==> src/rtl/gray_ptr_fifo_ctrl_pkg.sv <==
// Shared types for the Gray-pointer FIFO controller.
//   op_t : classifies what a cycle does to the FIFO occupancy, used to
//          select the next fill level.
package gray_ptr_fifo_ctrl_pkg;

  typedef enum logic [1:0] {
    OP_IDLE  = 2'b00,
    OP_READ  = 2'b01,
    OP_WRITE = 2'b10,
    OP_BOTH  = 2'b11
  } op_t;

endpackage

==> src/rtl/bin2gray.sv <==
// Combinational binary-to-Gray converter.
//   bin  : binary input, WIDTH bits
//   gray : Gray-coded output, WIDTH bits
module bin2gray #(
  parameter int WIDTH = 4
) (
  input  logic [WIDTH-1:0] bin,
  output logic [WIDTH-1:0] gray
);

  assign gray = bin ^ (bin >> 1);

endmodule

==> src/rtl/gray_ptr_fifo_ctrl.sv <==
// FIFO pointer/flag controller with Gray-coded pointer outputs.
// Ports:
//   clk, rst            : clock, synchronous active-high reset
//   w_req, r_req        : write / read requests
//   w_en, r_en          : RAM strobes (request qualified by current full/empty)
//   w_addr, r_addr      : RAM addresses (low bits of the binary pointers)
//   w_ptr_gray,
//   r_ptr_gray          : registered Gray pointers (zero when USE_GRAY_OUT=0)
//   cnt                 : registered fill level, 0..2**DEPTH_W
//   full, empty         : registered flags, consistent with cnt
//   ovf, unf            : one-cycle pulses after a rejected write / read
// Handshake: a request is accepted in the cycle it is presented if and only
// if the matching strobe (w_en / r_en) is high; there is no back-pressure
// other than full/empty and no request is held over to a later cycle.
module gray_ptr_fifo_ctrl
  import gray_ptr_fifo_ctrl_pkg::*;
#(
  parameter int DEPTH_W      = 4,
  parameter bit USE_GRAY_OUT = 1
) (
  input  logic               clk,
  input  logic               rst,
  input  logic               w_req,
  input  logic               r_req,
  output logic               w_en,
  output logic               r_en,
  output logic [DEPTH_W-1:0] w_addr,
  output logic [DEPTH_W-1:0] r_addr,
  output logic [DEPTH_W:0]   w_ptr_gray,
  output logic [DEPTH_W:0]   r_ptr_gray,
  output logic [DEPTH_W:0]   cnt,
  output logic               full,
  output logic               empty,
  output logic               ovf,
  output logic               unf
);

  localparam int PW = DEPTH_W + 1;
  localparam logic [PW-1:0] FULL_CNT = {1'b1, {DEPTH_W{1'b0}}};
  localparam logic [PW-1:0] ONE      = {{DEPTH_W{1'b0}}, 1'b1};

  logic [PW-1:0] w_ptr, r_ptr;
  logic [PW-1:0] w_ptr_next, r_ptr_next;
  logic [PW-1:0] cnt_next;
  op_t           op;

  // Acceptance uses the registered flags of this cycle; reset masks both.
  assign w_en = w_req & ~full  & ~rst;
  assign r_en = r_req & ~empty & ~rst;

  assign w_addr = w_ptr[DEPTH_W-1:0];
  assign r_addr = r_ptr[DEPTH_W-1:0];

  assign op = op_t'({w_en, r_en});

  always_comb begin
    w_ptr_next = w_en ? w_ptr + ONE : w_ptr;
    r_ptr_next = r_en ? r_ptr + ONE : r_ptr;
    cnt_next   = cnt;
    case (op)
      OP_WRITE: cnt_next = cnt + ONE;
      OP_READ:  cnt_next = cnt - ONE;
      default:  cnt_next = cnt;
    endcase
  end

  always_ff @(posedge clk) begin
    if (rst) begin
      w_ptr <= '0;
      r_ptr <= '0;
      cnt   <= '0;
      full  <= 1'b0;
      empty <= 1'b1;
      ovf   <= 1'b0;
      unf   <= 1'b0;
    end else begin
      w_ptr <= w_ptr_next;
      r_ptr <= r_ptr_next;
      cnt   <= cnt_next;
      // Flags come from the next count so they line up with the new cnt.
      full  <= (cnt_next == FULL_CNT);
      empty <= (cnt_next == '0);
      ovf   <= w_req & full;
      unf   <= r_req & empty;
    end
  end

  generate
    if (USE_GRAY_OUT) begin : g_gray
      logic [PW-1:0] w_gray_next, r_gray_next;
      logic [PW-1:0] w_gray_q, r_gray_q;
      // A full FIFO differs from empty only in the wrap bit of the binary
      // pointers, which in Gray code shows up as the top two bits inverted.
      localparam logic [PW-1:0] TOP2_MASK = {2'b11, {(PW-2){1'b0}}};

      bin2gray #(.WIDTH(PW)) u_w_gray (.bin(w_ptr_next), .gray(w_gray_next));
      bin2gray #(.WIDTH(PW)) u_r_gray (.bin(r_ptr_next), .gray(r_gray_next));

      always_ff @(posedge clk) begin
        if (rst) begin
          w_gray_q <= '0;
          r_gray_q <= '0;
        end else begin
          w_gray_q <= w_gray_next;
          r_gray_q <= r_gray_next;
        end
      end

      assign w_ptr_gray = w_gray_q;
      assign r_ptr_gray = r_gray_q;

      a_full_gray: assert property (@(posedge clk) disable iff (rst)
        full == (w_gray_q == (r_gray_q ^ TOP2_MASK)));
      a_empty_gray: assert property (@(posedge clk) disable iff (rst)
        empty == (w_gray_q == r_gray_q));
    end else begin : g_no_gray
      assign w_ptr_gray = '0;
      assign r_ptr_gray = '0;
    end
  endgenerate

endmodule

==> config.mk <==
export PLATFORM = sky130hd
export DESIGN_NAME = gray_ptr_fifo_ctrl
export DESIGN_NICKNAME = d
export VERILOG_FILES = /design/src/rtl/gray_ptr_fifo_ctrl_pkg.sv /design/src/rtl/bin2gray.sv /design/src/rtl/gray_ptr_fifo_ctrl.sv
export SDC_FILE = /design/constraint.sdc
export NUM_CORES = 1
export LEC_CHECK = 0
export ABC_AREA = 1
export CAP_MARGIN = 25
export CORE_MARGIN = 4
export CORE_UTILIZATION = 40
export DETAILED_ROUTE_END_ITERATION = 10
export PLACE_DENSITY_LB_ADDON = 0.05
export REMOVE_ABC_BUFFERS = 1
export SETUP_SLACK_MARGIN = 0.05
export SYNTH_ARGS = -nofsm -noshare
export SYNTH_HDL_FRONTEND = slang
export SYNTH_SLANG_ARGS = --single-unit
==> constraint.sdc <==
create_clock -name clk -period 4.9 [get_ports clk]
set_input_delay 0.98 -clock clk [delete_from_list [all_inputs] [get_ports clk]]
set_output_delay 0.98 -clock clk [all_outputs]
set_load 0.005 [all_outputs]
After elaboration in Yosys (flattened, before gate mapping)
Cells that the tools add are included.
{ "word_totals": {"reg_bits": 29, "in_bits": 4, "output_inout_bits": 29, "word_cells": 31} }
{ "classes": {"n_addsub": 4, "n_eq_ne": 3, "muxes": 3, "n_bitwise": 11, "n_reduce_logical": 1} }
{ "op_table": {"columns": ["op", "n"], "rows": [
  ["5-bit by 1-bit adder with 5-bit output (second input constant)", 3],
  ["5-bit two-way mux", 2],
  ["5-bit case mux with 2 select lines", 1],
  ["5-bit by 4-bit bitwise XOR with 5-bit output", 2],
  ["1-bit AND", 6],
  ["5-bit equality test (second input constant)", 1],
  ["5-bit logical NOT", 1],
  ["5-bit by 1-bit subtractor with 5-bit output (second input constant)", 1],
  ["1-bit inverter", 3],
  ["2-bit by 1-bit equality test with 1-bit output (second input constant)", 1],
  ["2-bit equality test (second input constant)", 1]
]} }

Longest topological paths before layout
Gate-level depths: netlist of run 1.
{ "depth": {"word_depth": 6, "ltp_mapped": 18, "ltp_nobuf": 17} }

Modules after synthesis
Synthesis of run 1 repeated with hierarchy kept, for this count alone.
{ "hier_totals": {"cells_unflattened": 219, "hier_area_um2": 1546.5} }
{ "by_module_without_submodules": {"columns": ["module", "n_inst", "cells_per_inst", "area_per_inst_um2", "seq_area_each_um2"], "rows": [
  ["gray_ptr_fifo_ctrl", 1, 183, 1403.8, 580.6],
  ["bin2gray", 2, 18, 71.3, 0.0]
]} }

Worst setup path after synthesis of run 1
No wires, ideal clock.
{ "synth_path": {"kind": "input -> register", "start": "in rst", "end": "reg empty", "setup_time_ns": 0.070, "arrival_ns": 2.567, "path_slack_ns": 2.262, "cell_stages": 14, "n_path_buf": 1, "path_cell_list": "buf_6 > inv_8 > nand3_4 > inv_4 > ha_1 > nand2_1 > inv_1 > nor2_1 > ha_1 > o21ai_0 > nand2_1 > nor2_1 > nand3_1 > o21bai_1"} }
{ "synth_between": {"elab_chain_len": 5, "elab_cells_between_ends": 7, "classes_between": "eq/ne (2); mux (1); bitwise (3); reduce/logical (1)"} }
{ "synth_rtl": {"columns": ["item", "line", "rtl"], "rows": [
  ["from (decl)", "gray_ptr_fifo_ctrl.sv:22", "input logic rst,"],
  ["1-bit inverter (*)", "gray_ptr_fifo_ctrl.sv:49", "assign r_en = r_req & ~empty & ~rst;"],
  ["1-bit AND (*)", "gray_ptr_fifo_ctrl.sv:49", null],
  ["via r_en", "gray_ptr_fifo_ctrl.sv:26", "output logic r_en,"],
  ["2-bit by 1-bit equality test with 1-bit output / 2-bit equality test (equally long branches)", "gray_ptr_fifo_ctrl.sv:60", "case (op)"],
  ["5-bit case mux with 2 select lines (*)", "gray_ptr_fifo_ctrl.sv:60", null],
  ["5-bit logical NOT (*)", "gray_ptr_fifo_ctrl.sv:82", "empty <= (cnt_next == '0);"],
  ["to (signal assigned)", "gray_ptr_fifo_ctrl.sv:82", null],
  ["to (decl)", "gray_ptr_fifo_ctrl.sv:33", "output logic empty,"]
]} }
Mark *: on every way through the listed nets, which the timed path passes. The rest lies on a longest branch.
A chain may end at the register's enable or synchronous reset.

Final worst setup path of run 1
{ "layout_path": {"start": "in rst", "end": "out r_en"} }
{ "layout_between": {"elab_chain_len": 2} }
{ "layout_rtl": {"columns": ["item", "line"], "rows": [
  ["1-bit inverter", "gray_ptr_fifo_ctrl.sv:49"],
  ["1-bit AND", "gray_ptr_fifo_ctrl.sv:49"],
  ["to (decl)", "gray_ptr_fifo_ctrl.sv:26"]
]} }
No other way between the ends.

==> key figures, run 1 <==
Critical path
  – Crit Path Max Fanout: 19
  – Crit path buf inv count: 5
  – CP delay by family, top: buffers and inverters
  – Crit-path most repeated cell: clkdlybuf4s50_1
  – Startpoint Class: input port
  – Worst EP required: 3.92 ns
  – Worst-path cell with the longest stage delay: clkdlybuf4s50_1
  – Slowest stage delay, CP: 0.50 ns
  – Critical-path cell list: clkdlybuf4s50_1, buf_4, inv_8, nand3_4, inv_4, clkdlybuf4s50_1
  – CP Class: in -> out
  – Crit path DAT: 2.40 ns
  – Crit end category: output port

Layout
  – Most common cell after layout, fill and taps aside: nand2_1
  – Proportion of layout cells with a drive suffix above 1: 9.223%
  – Commonest cells after routing, fill and taps aside: nand2_1, clkdlybuf4s50_1, dfxtp_1
  – P&R area growth vs syn: 30.43%
  – Nets@finish: 216
  – Fin area: 1705 um2
  – Diode count: 0
  – Layout fillers: 317
  – Utilization after layout: 55.41%

Floorplanning
  – Die width: 65.18 um
  – CORE AREA: 3078 um2
  – Rows: 20
  – Initial core utilization: 42.48%
  – Number of I/O pins: 33
  – Die span in y: 65.18 um
  – Die ar.: 4248 um2

Power
  – Worst vdd ir: 0.1297 mV
  – Pwr Density: 248.6 nW/um2
  – Lkg Pwr: 0.8074 nW
  – Power Total: 0.0004239 W

Global route
  – First-pass GRT wire length: 4422 um
  – GRT overflow: 0
  – Vias in the first global route: 1,079
  – Initial antenna violation count: 0
  – Largest net degree at the start of global routing: 20
  – GRT Overall Usage: 12.82%

Clock network
  – Postcts setup bufs: 0
  – Worst-Skew Late Latency: 0.33 ns
  – CTS Hold Buffers Added: 0
  – CTS tree: built
  – Clock-pin transition on the worst setup and hold timing paths: 0.15 ns
  – CTS H-Tree Depth: 1
  – CTS buffer count: 3
  – Cts repair resizes: 0
  – CTS Sinks: 27
  – CTS Root Cell: clkbuf_4
  – CTS max path bufs: 2

Timing
  – Fin crit period: 3.378 ns
  – Worst slew pin tran: 0.2713 ns
  – Max-slew headroom: 81.85%
  – Final hold violations: 0
  – Setup violators final: 0
  – Clock skew: 0.01432 ns
  – Achievable frequency: 0.2961 GHz
  – Hold WS: 0.4644 ns
  – Fin crit share: 68.93%
  – Slew Viols, Final: 0
  – Setup TNS: 0 ns
  – Unrepaired setup endpoints after global routing: false

Synthesis
  – Ranking of synthesized cells by area: dfxtp_1, nand2_1, inv_1
  – Post-synth EDFFs: 0
  – Distinct cell type count after synthesis: 25
  – Seq/Total Area, Yosys: 41.34%
  – Avg Inst Size Synth: 7.646 um2
  – Area share of the largest cell type after synthesis: 41.34%
  – Synthesis Warnings: 0
  – Largest area contributor in the netlist: dfxtp_1
  – FFs w/ async S/R, synth: 0%
  – Post-synthesis register bit count: 27
  – Mapped Cells: 171
  – Cell area after synthesis: 1308 um2
  – Top flip-flop cell by instance count after synthesis: dfxtp_1

Detailed routing
  – Highest metal used: met4
  – DR WL/cell: 9.968 um
  – Wire length on met2: 1129 um
  – DR pass1 iterations: 2
  – Via count: 1,115
  – DR iter-0 viols: 59
  – Detail Route Antenna Nets: 0
  – Post-Route WL: 2492 um
  – DRC Markers: 0
  – Post-Route M1 WL: 1235 um
  – Vias/cell: 4.460
  – Met3 wire len: 98 um

Placed design
  – DP Wirelength: 1985 um
  – Dpl cell area: 1675 um2
  – I/O Buffers: 32
  – Routability cong.: 0.8680

Run status
  – Status: completed

Min path
  – Hold Crit Class: reg -> reg

Flow run
  – Total of max-cap violations: 0
==> path summary, 6_finish.rpt <==
path / startpoint / end / slack [ns] / cells after the start
hold reg to reg: full / ovf / 0.46 / 2
setup / recovery: rst / r_en / 1.52 / 6
hold / removal: full / ovf / 0.46 / 2
setup reg to reg: empty / empty / 2.70 / 17
==> registers in the layout (all words and copies together), names as in the netlist <==
signal      cells
empty           1
full            1
unf             1
w_ptr           5
cnt             5
r_ptr_gray      4
w_ptr_gray      4
ovf             1
r_ptr           5
==> kinds of logic after synthesis <==
family                   count (synthesis)  share of synthesized area, %
multiplexers                             1                        0.7656
XOR/XNOR                                 9                         6.603
buffers and inverters                   32                         10.53
AO/OA/AOI/OAI                           11                         4.402
AND/OR/NAND/NOR                         86                         31.58
adder cells (fa/ha/maj)                  5                         4.785
flip-flops                              27                         41.34
==> synthesized netlist by cell type (3+ instances only) <==
cell type  number
a21oi_1         3
dfxtp_1        27
ha_1            5
inv_1          26
nand2_1        39
nand3_1        12
nor2_1         23
nor2_2          3
o21ai_0         4
o21ai_1         3
xor2_1          7
==> through the flow <==
step                setup slack, ns  std cells
floorplan                     2.408        169
global placement              1.522        246
detailed placement            1.421        246
CTS                           1.503        250
global route                  1.418        250
finish                        1.522        250
==> routing by layer <==
layer,vias up,track usage (%)
li1,597,-
met1,494,15.69
met2,20,22.38
met3,4,2.735
met4,0,3.886
met5,-,0
==> power by group <==
part,leakage (nW),switching (W),internal [W]
logic,0.574,0.0000433,0.0000419
registers,0.219,0.00000992,0.000231
clock network,0.0139,0.0000665,0.0000312
==> worst reg2reg max path: stages (launching register included) <==
cell      delay (ns)
dfxtp_1         0.36
inv_1           0.09
nand3_4         0.11
inv_4           0.10
ha_1            0.26
nand2_1         0.10
inv_1           0.09
nor2_1          0.06
ha_1            0.17
inv_1           0.05
nand2_1         0.09
inv_1           0.07
nand2_1         0.05
nand3_1         0.12
nand2_1         0.07
nor2_1          0.08
nand3_1         0.11
o21bai_1        0.15
==> final cells by class <==
cell class	count	area [um2]	share of cell area, %
multi-input cells	112	629.4	36.90
flip-flops and latches	27	540.5	31.69
inverters	30	122.6	7.190
repair buffers	33	327.8	19.22
well taps	44	55.05	3.228
clock buffers	3	22.52	1.321
clock inverters	1	7.507	0.4402
Power figures use the tool's default switching activity.
==> run 2, diff against run 1 <==
==> constraint.sdc (replaced) <==
create_clock -name clk -period 3.45 [get_ports clk]
set_input_delay 0.69 -clock clk [delete_from_list [all_inputs] [get_ports clk]]
set_output_delay 0.69 -clock clk [all_outputs]
set_load 0.005 [all_outputs]
==> run 2 against run 1 <==
Effect of this change: non-clock buffer count did not move; hold slack worse by 0.016 ns; routed wire length rose by 5.3%; clock skew is 0.0074 ns lower; sequential power rose by 42%; final area down 0.15%; total power grew 43%; critical path depth decreased by 1; register-to-register slack got worse by 1.4 ns; cell count did not move; critical path type unchanged; sequential share of layout area hardly changed; worst setup slack got worse by 0.80 ns.
==> key figures, run 2 (same netlist as run 1, synthesis figures left out) <==
Detailed routing
  – Detail Route Antenna Nets: 0
  – Via count: 1,116
  – DR pass1 iterations: 4
  – DRC Markers: 0
  – DR WL/cell: 10.50 um
  – DR iter-0 viols: 69
  – Post-Route WL: 2624 um
  – Vias/cell: 4.464

Clock network
  – Clock-pin transition on the worst setup and hold timing paths: 0.14 ns
  – CTS buffer count: 3
  – CTS Sinks: 27
  – CTS Hold Buffers Added: 0
  – CTS Root Cell: clkbuf_4
  – Postcts setup bufs: 0
  – CTS max path bufs: 2
  – Worst-Skew Late Latency: 0.33 ns
  – CTS H-Tree Depth: 1
  – CTS tree: built
  – Cts repair resizes: 0

Global route
  – Vias in the first global route: 1,033
  – First-pass GRT wire length: 4319 um
  – GRT Overall Usage: 12.87%
  – Initial antenna violation count: 0
  – GRT overflow: 0
  – Largest net degree at the start of global routing: 19

Floorplanning
  – Die ar.: 4248 um2
  – CORE AREA: 3078 um2
  – Die span in y: 65.18 um
  – Rows: 20
  – Die width: 65.18 um
  – Initial core utilization: 42.48%
  – Number of I/O pins: 33

Critical path
  – Crit Path Max Fanout: 6
  – Crit path buf inv count: 4
  – CP delay by family, top: buffers and inverters
  – Worst-path cell with the longest stage delay: clkdlybuf4s50_1
  – Slowest stage delay, CP: 0.52 ns
  – Setup crit start: rst
  – CP Class: in -> out
  – Crit path DAT: 2.04 ns
  – Crit-path most repeated cell: clkdlybuf4s50_1
  – R2R Setup Slk: 1.26 ns
  – Crit end category: output port
  – Critical-path cell list: clkdlybuf4s50_1, inv_8, nand3_4, inv_4, clkdlybuf4s50_1
  – Reg2reg start: empty
  – Startpoint Class: input port
  – Worst EP required: 2.76 ns

Layout
  – Fin area: 1703 um2
  – Largest registers: cnt (5), r_ptr (5), w_ptr (5)
  – Commonest cells after routing, fill and taps aside: nand2_1, clkdlybuf4s50_1, dfxtp_1
  – Most common cell after layout, fill and taps aside: nand2_1
  – Area of the multi-input gates: 629.4 um2
  – Layout fillers: 317
  – P&R area growth vs syn: 30.24%
  – Diode count: 0
  – Register area: 540.5 um2
  – Nets@finish: 216
  – Proportion of layout cells with a drive suffix above 1: 9.223%

Timing
  – Hold WS: 0.4489 ns
  – Max-slew headroom: 82.26%
  – Setup TNS: 0 ns
  – Worst slew pin tran: 0.2652 ns
  – Fin crit share: 79.09%
  – Final hold violations: 0
  – Setup violators final: 0
  – Unrepaired setup endpoints after global routing: false
  – Achievable frequency: 0.3665 GHz
  – Clock skew: 0.006954 ns
  – Slew Viols, Final: 0
  – Final setup margin: 0.7214 ns
  – Fin crit period: 2.729 ns

Flow run
  – Total of max-cap violations: 0

Placed design
  – DP Wirelength: 1982 um
  – I/O Buffers: 32
  – Dpl cell area: 1675 um2
  – Routability cong.: 0.9479
  – Placement Setup Slack: 0.4085 ns

Power
  – Lkg Pwr: 0.8112 nW
  – Worst vdd ir: 0.2021 mV
  – Pwr Density: 355.2 nW/um2

Run status
  – Status: completed

Min path
  – Hold Crit Class: reg -> reg
  – Hold Path Origin: full
[run 2: cell types whose count changed in the layout (fill, tap and decap cells not counted), sizes merged]
cell and delta:
clkinvlp -1, clkinv +1
[run 2: metal layers]
| metal | GRT usage, % | wire, um |
|---|---|---|
| met5 | 0 | 0 |
| met4 | 5.181 | 28 |
| met3 | 3.590 | 159 |
| met2 | 20.73 | 1166 |
| met1 | 16.19 | 1270 |
[run 2: area by class of cell]
cell class | count | share of cell area, %
clock inverter | 1 | 0.2939
timing repair buffer | 33 | 19.25
tap | 44 | 3.233
inverter | 30 | 7.201
sequential | 27 | 31.74
multi-input combinational | 112 | 36.96
clock buffer | 3 | 1.323
[run 2: worst reg2reg max path, delay by kind of cell (launching register included)]
family | cells | cell delay [ns]
AO/OA/AOI/OAI | 2 | 0.33
adder cells (fa/ha/maj) | 2 | 0.52
buffers and inverters | 3 | 0.19
flip-flops | 1 | 0.40
AND/OR/NAND/NOR | 6 | 0.68
[run 2: worst paths after layout]
path / to / cells past startpoint
worst max-delay path: r_en / 5
worst min-delay path: ovf / 2
worst max register to register: empty / 13
worst min register to register: ovf / 2
[run 2: through the flow]
stage / total power, W / cells / utilization (%)
4_1_cts: 0.0006140 / 250 / 55.33
3_5_place_dp: 0.0004738 / 246 / 54.43
6_report: 0.0006049 / 250 / 55.33
5_1_grt: 0.0006426 / 250 / 55.33
2_1_floorplan: 0.0004135 / 169 / -
3_3_place_gp: 0.0004710 / 246 / 54.43
[run 2: where the power goes]
group / internal, W / switching [W]
Clock: 0.0000435 / 0.0000947
Sequential: 0.000328 / 0.0000146
Combinational: 0.0000598 / 0.0000641
Total: 0.000431 / 0.000173
==> run 3, diff against run 2 <==
==> constraint.sdc (replaced) <==
create_clock -name clk -period 2.65 [get_ports clk]
set_input_delay 0.53 -clock clk [delete_from_list [all_inputs] [get_ports clk]]
set_output_delay 0.53 -clock clk [all_outputs]
set_load 0.005 [all_outputs]
==> run 3 against run 2 <==
Effect of this change: critical path depth up 1; via count up 4.0%; final area up 3.7%; cell count up 3.2%; routed wire length up 2.8%; clock power up 33%; sequential share of layout area down 1.1 points; count of clock-buffer cells in the layout unchanged; first-iteration DRC count down 35%; sequential cell count unchanged; largest power group unchanged.
==> key figures, run 3 (same netlist as run 1, synthesis figures left out) <==
Power
  – Switch Pwr: 0.0002297 W
  – Pwr Density: 455.3 nW/um2
  – Clock network power share: 22.8%
  – Lkg Pwr: 0.8453 nW
  – P_int: 0.0005741 W
  – Logic pwr share: 21.7%
  – Flop pwr share: 55.5%
  – Switching share of power: 28.58%
  – Worst vdd ir: 0.2033 mV

Layout
  – Commonest cells after routing, fill and taps aside: nand2_1, clkdlybuf4s50_1, dfxtp_1
  – Area of the multi-input gates: 629.4 um2
  – P&R area growth vs syn: 35.02%
  – Layout fillers: 301
  – Register area: 540.5 um2
  – Most common cell after layout, fill and taps aside: nand2_1
  – Diode count: 0
  – Proportion of layout cells with a drive suffix above 1: 12.62%
  – Nets@finish: 224
  – Largest registers: cnt (5), r_ptr (5), w_ptr (5)

Detailed routing
  – Via count: 1,161
  – Detail Route Antenna Nets: 0
  – Vias/cell: 4.500
  – DRC Markers: 0
  – DR pass1 iterations: 4
  – Post-Route WL: 2698 um
  – DR WL/cell: 10.46 um
  – DR iter-0 viols: 45

Critical path
  – Crit Path Max Fanout: 5
  – Crit path DAT: 1.94 ns
  – Crit end category: output port
  – R2R depth: 13
  – Worst EP required: 2.12 ns
  – Reg2reg start: empty
  – Setup crit start: rst
  – Startpoint Class: input port
  – CP Class: in -> out

Clock network
  – Cts repair resizes: 0
  – CTS H-Tree Depth: 1
  – Clock-pin transition on the worst setup and hold timing paths: 0.15 ns
  – CTS tree: built
  – CTS Hold Buffers Added: 0
  – CTS Root Cell: clkbuf_4
  – CTS Sinks: 27
  – CTS buffer count: 3
  – CTS max path bufs: 2
  – Worst-Skew Late Latency: 0.32 ns
  – Postcts setup bufs: 0

Floorplanning
  – CORE AREA: 3078 um2
  – Number of I/O pins: 33
  – Die width: 65.18 um
  – Rows: 20
  – Die span in y: 65.18 um
  – Initial core utilization: 42.48%
  – Die ar.: 4248 um2

Timing
  – Worst slew pin tran: 0.2761 ns
  – Achievable frequency: 0.4041 GHz
  – Clock skew: 0.004570 ns
  – Setup violators final: 0
  – Hold WS: 0.4543 ns
  – Unrepaired setup endpoints after global routing: false
  – Max-slew headroom: 81.53%
  – Fin crit share: 93.39%
  – Setup TNS: 0 ns
  – Final hold violations: 0
  – Slew Viols, Final: 0
  – Fin crit period: 2.475 ns

Placed design
  – Routability cong.: 0.9001
  – DP Wirelength: 2103 um
  – I/O Buffers: 32

Run status
  – Status: completed

Flow run
  – Total of max-cap violations: 0

Global route
  – Largest net degree at the start of global routing: 19
  – First-pass GRT wire length: 4671 um
  – Initial antenna violation count: 0
  – Vias in the first global route: 1,080
  – GRT Overall Usage: 13.90%
  – GRT overflow: 0

Min path
  – Hold Path Origin: full
  – Worst hold stages: 2
  – Hold Crit Class: reg -> reg
## run 3: worst paths after layout
path / slack, ns / end
setup / recovery: 0.18 / w_en
hold / removal: 0.45 / ovf
setup reg to reg: 0.58 / empty
hold reg to reg: 0.45 / ovf
## run 3: area by class of cell
type                            instances  share of cell area [%]
Timing Repair Buffer                   41                   21.97
Tap cell                               44                   3.118
Sequential cell                        27                   30.62
Multi-Input combinational cell        112                   35.65
Clock buffer                            3                   1.276
Clock inverter                          1                  0.4252
Inverter                               30                   6.945
## run 3: metrics by stage
step	util, %	std cells	setup slack (ns)	instance area [um2]	power, W
2_1_floorplan	-	169	0.6083	1292	0.0005383
3_3_place_gp	56.38	254	0.01816	1735	0.0006268
3_5_place_dp	56.38	254	-0.1043	1735	0.0006293
4_1_cts	57.36	258	0.1595	1765	0.0008116
5_1_grt	57.36	258	0.1022	1765	0.0008508
6_report	57.36	258	0.1753	1765	0.0008038
## run 3: per-layer routing
layer	track usage [%]	wire length [um]	vias up	share of wire, %
met3	3.590	141	4	5.2
met2	23.39	1230	32	46
li1	-	-	609	-
met4	4.663	21	0	0.78
met5	0	0	-	0
met1	17.18	1305	516	48
## run 3: worst max-delay path: stages
cell and delay (ns):
clkdlybuf4s50_1 0.51, inv_8 0.11, nand3_4 0.07, buf_4 0.16, inv_2 0.07, clkdlybuf4s50_1 0.49
## run 3: power groups by stage
stage | clock, W | combinational [W] | sequential (W)
after global routing | 0.000206 | 0.000196 | 0.000449
final | 0.000184 | 0.000174 | 0.000446
after floorplan | 0 | 0.0000845 | 0.000454
after global placement | 0 | 0.000172 | 0.000455
after CTS | 0.000190 | 0.000176 | 0.000446
after detailed placement | 0 | 0.000175 | 0.000454
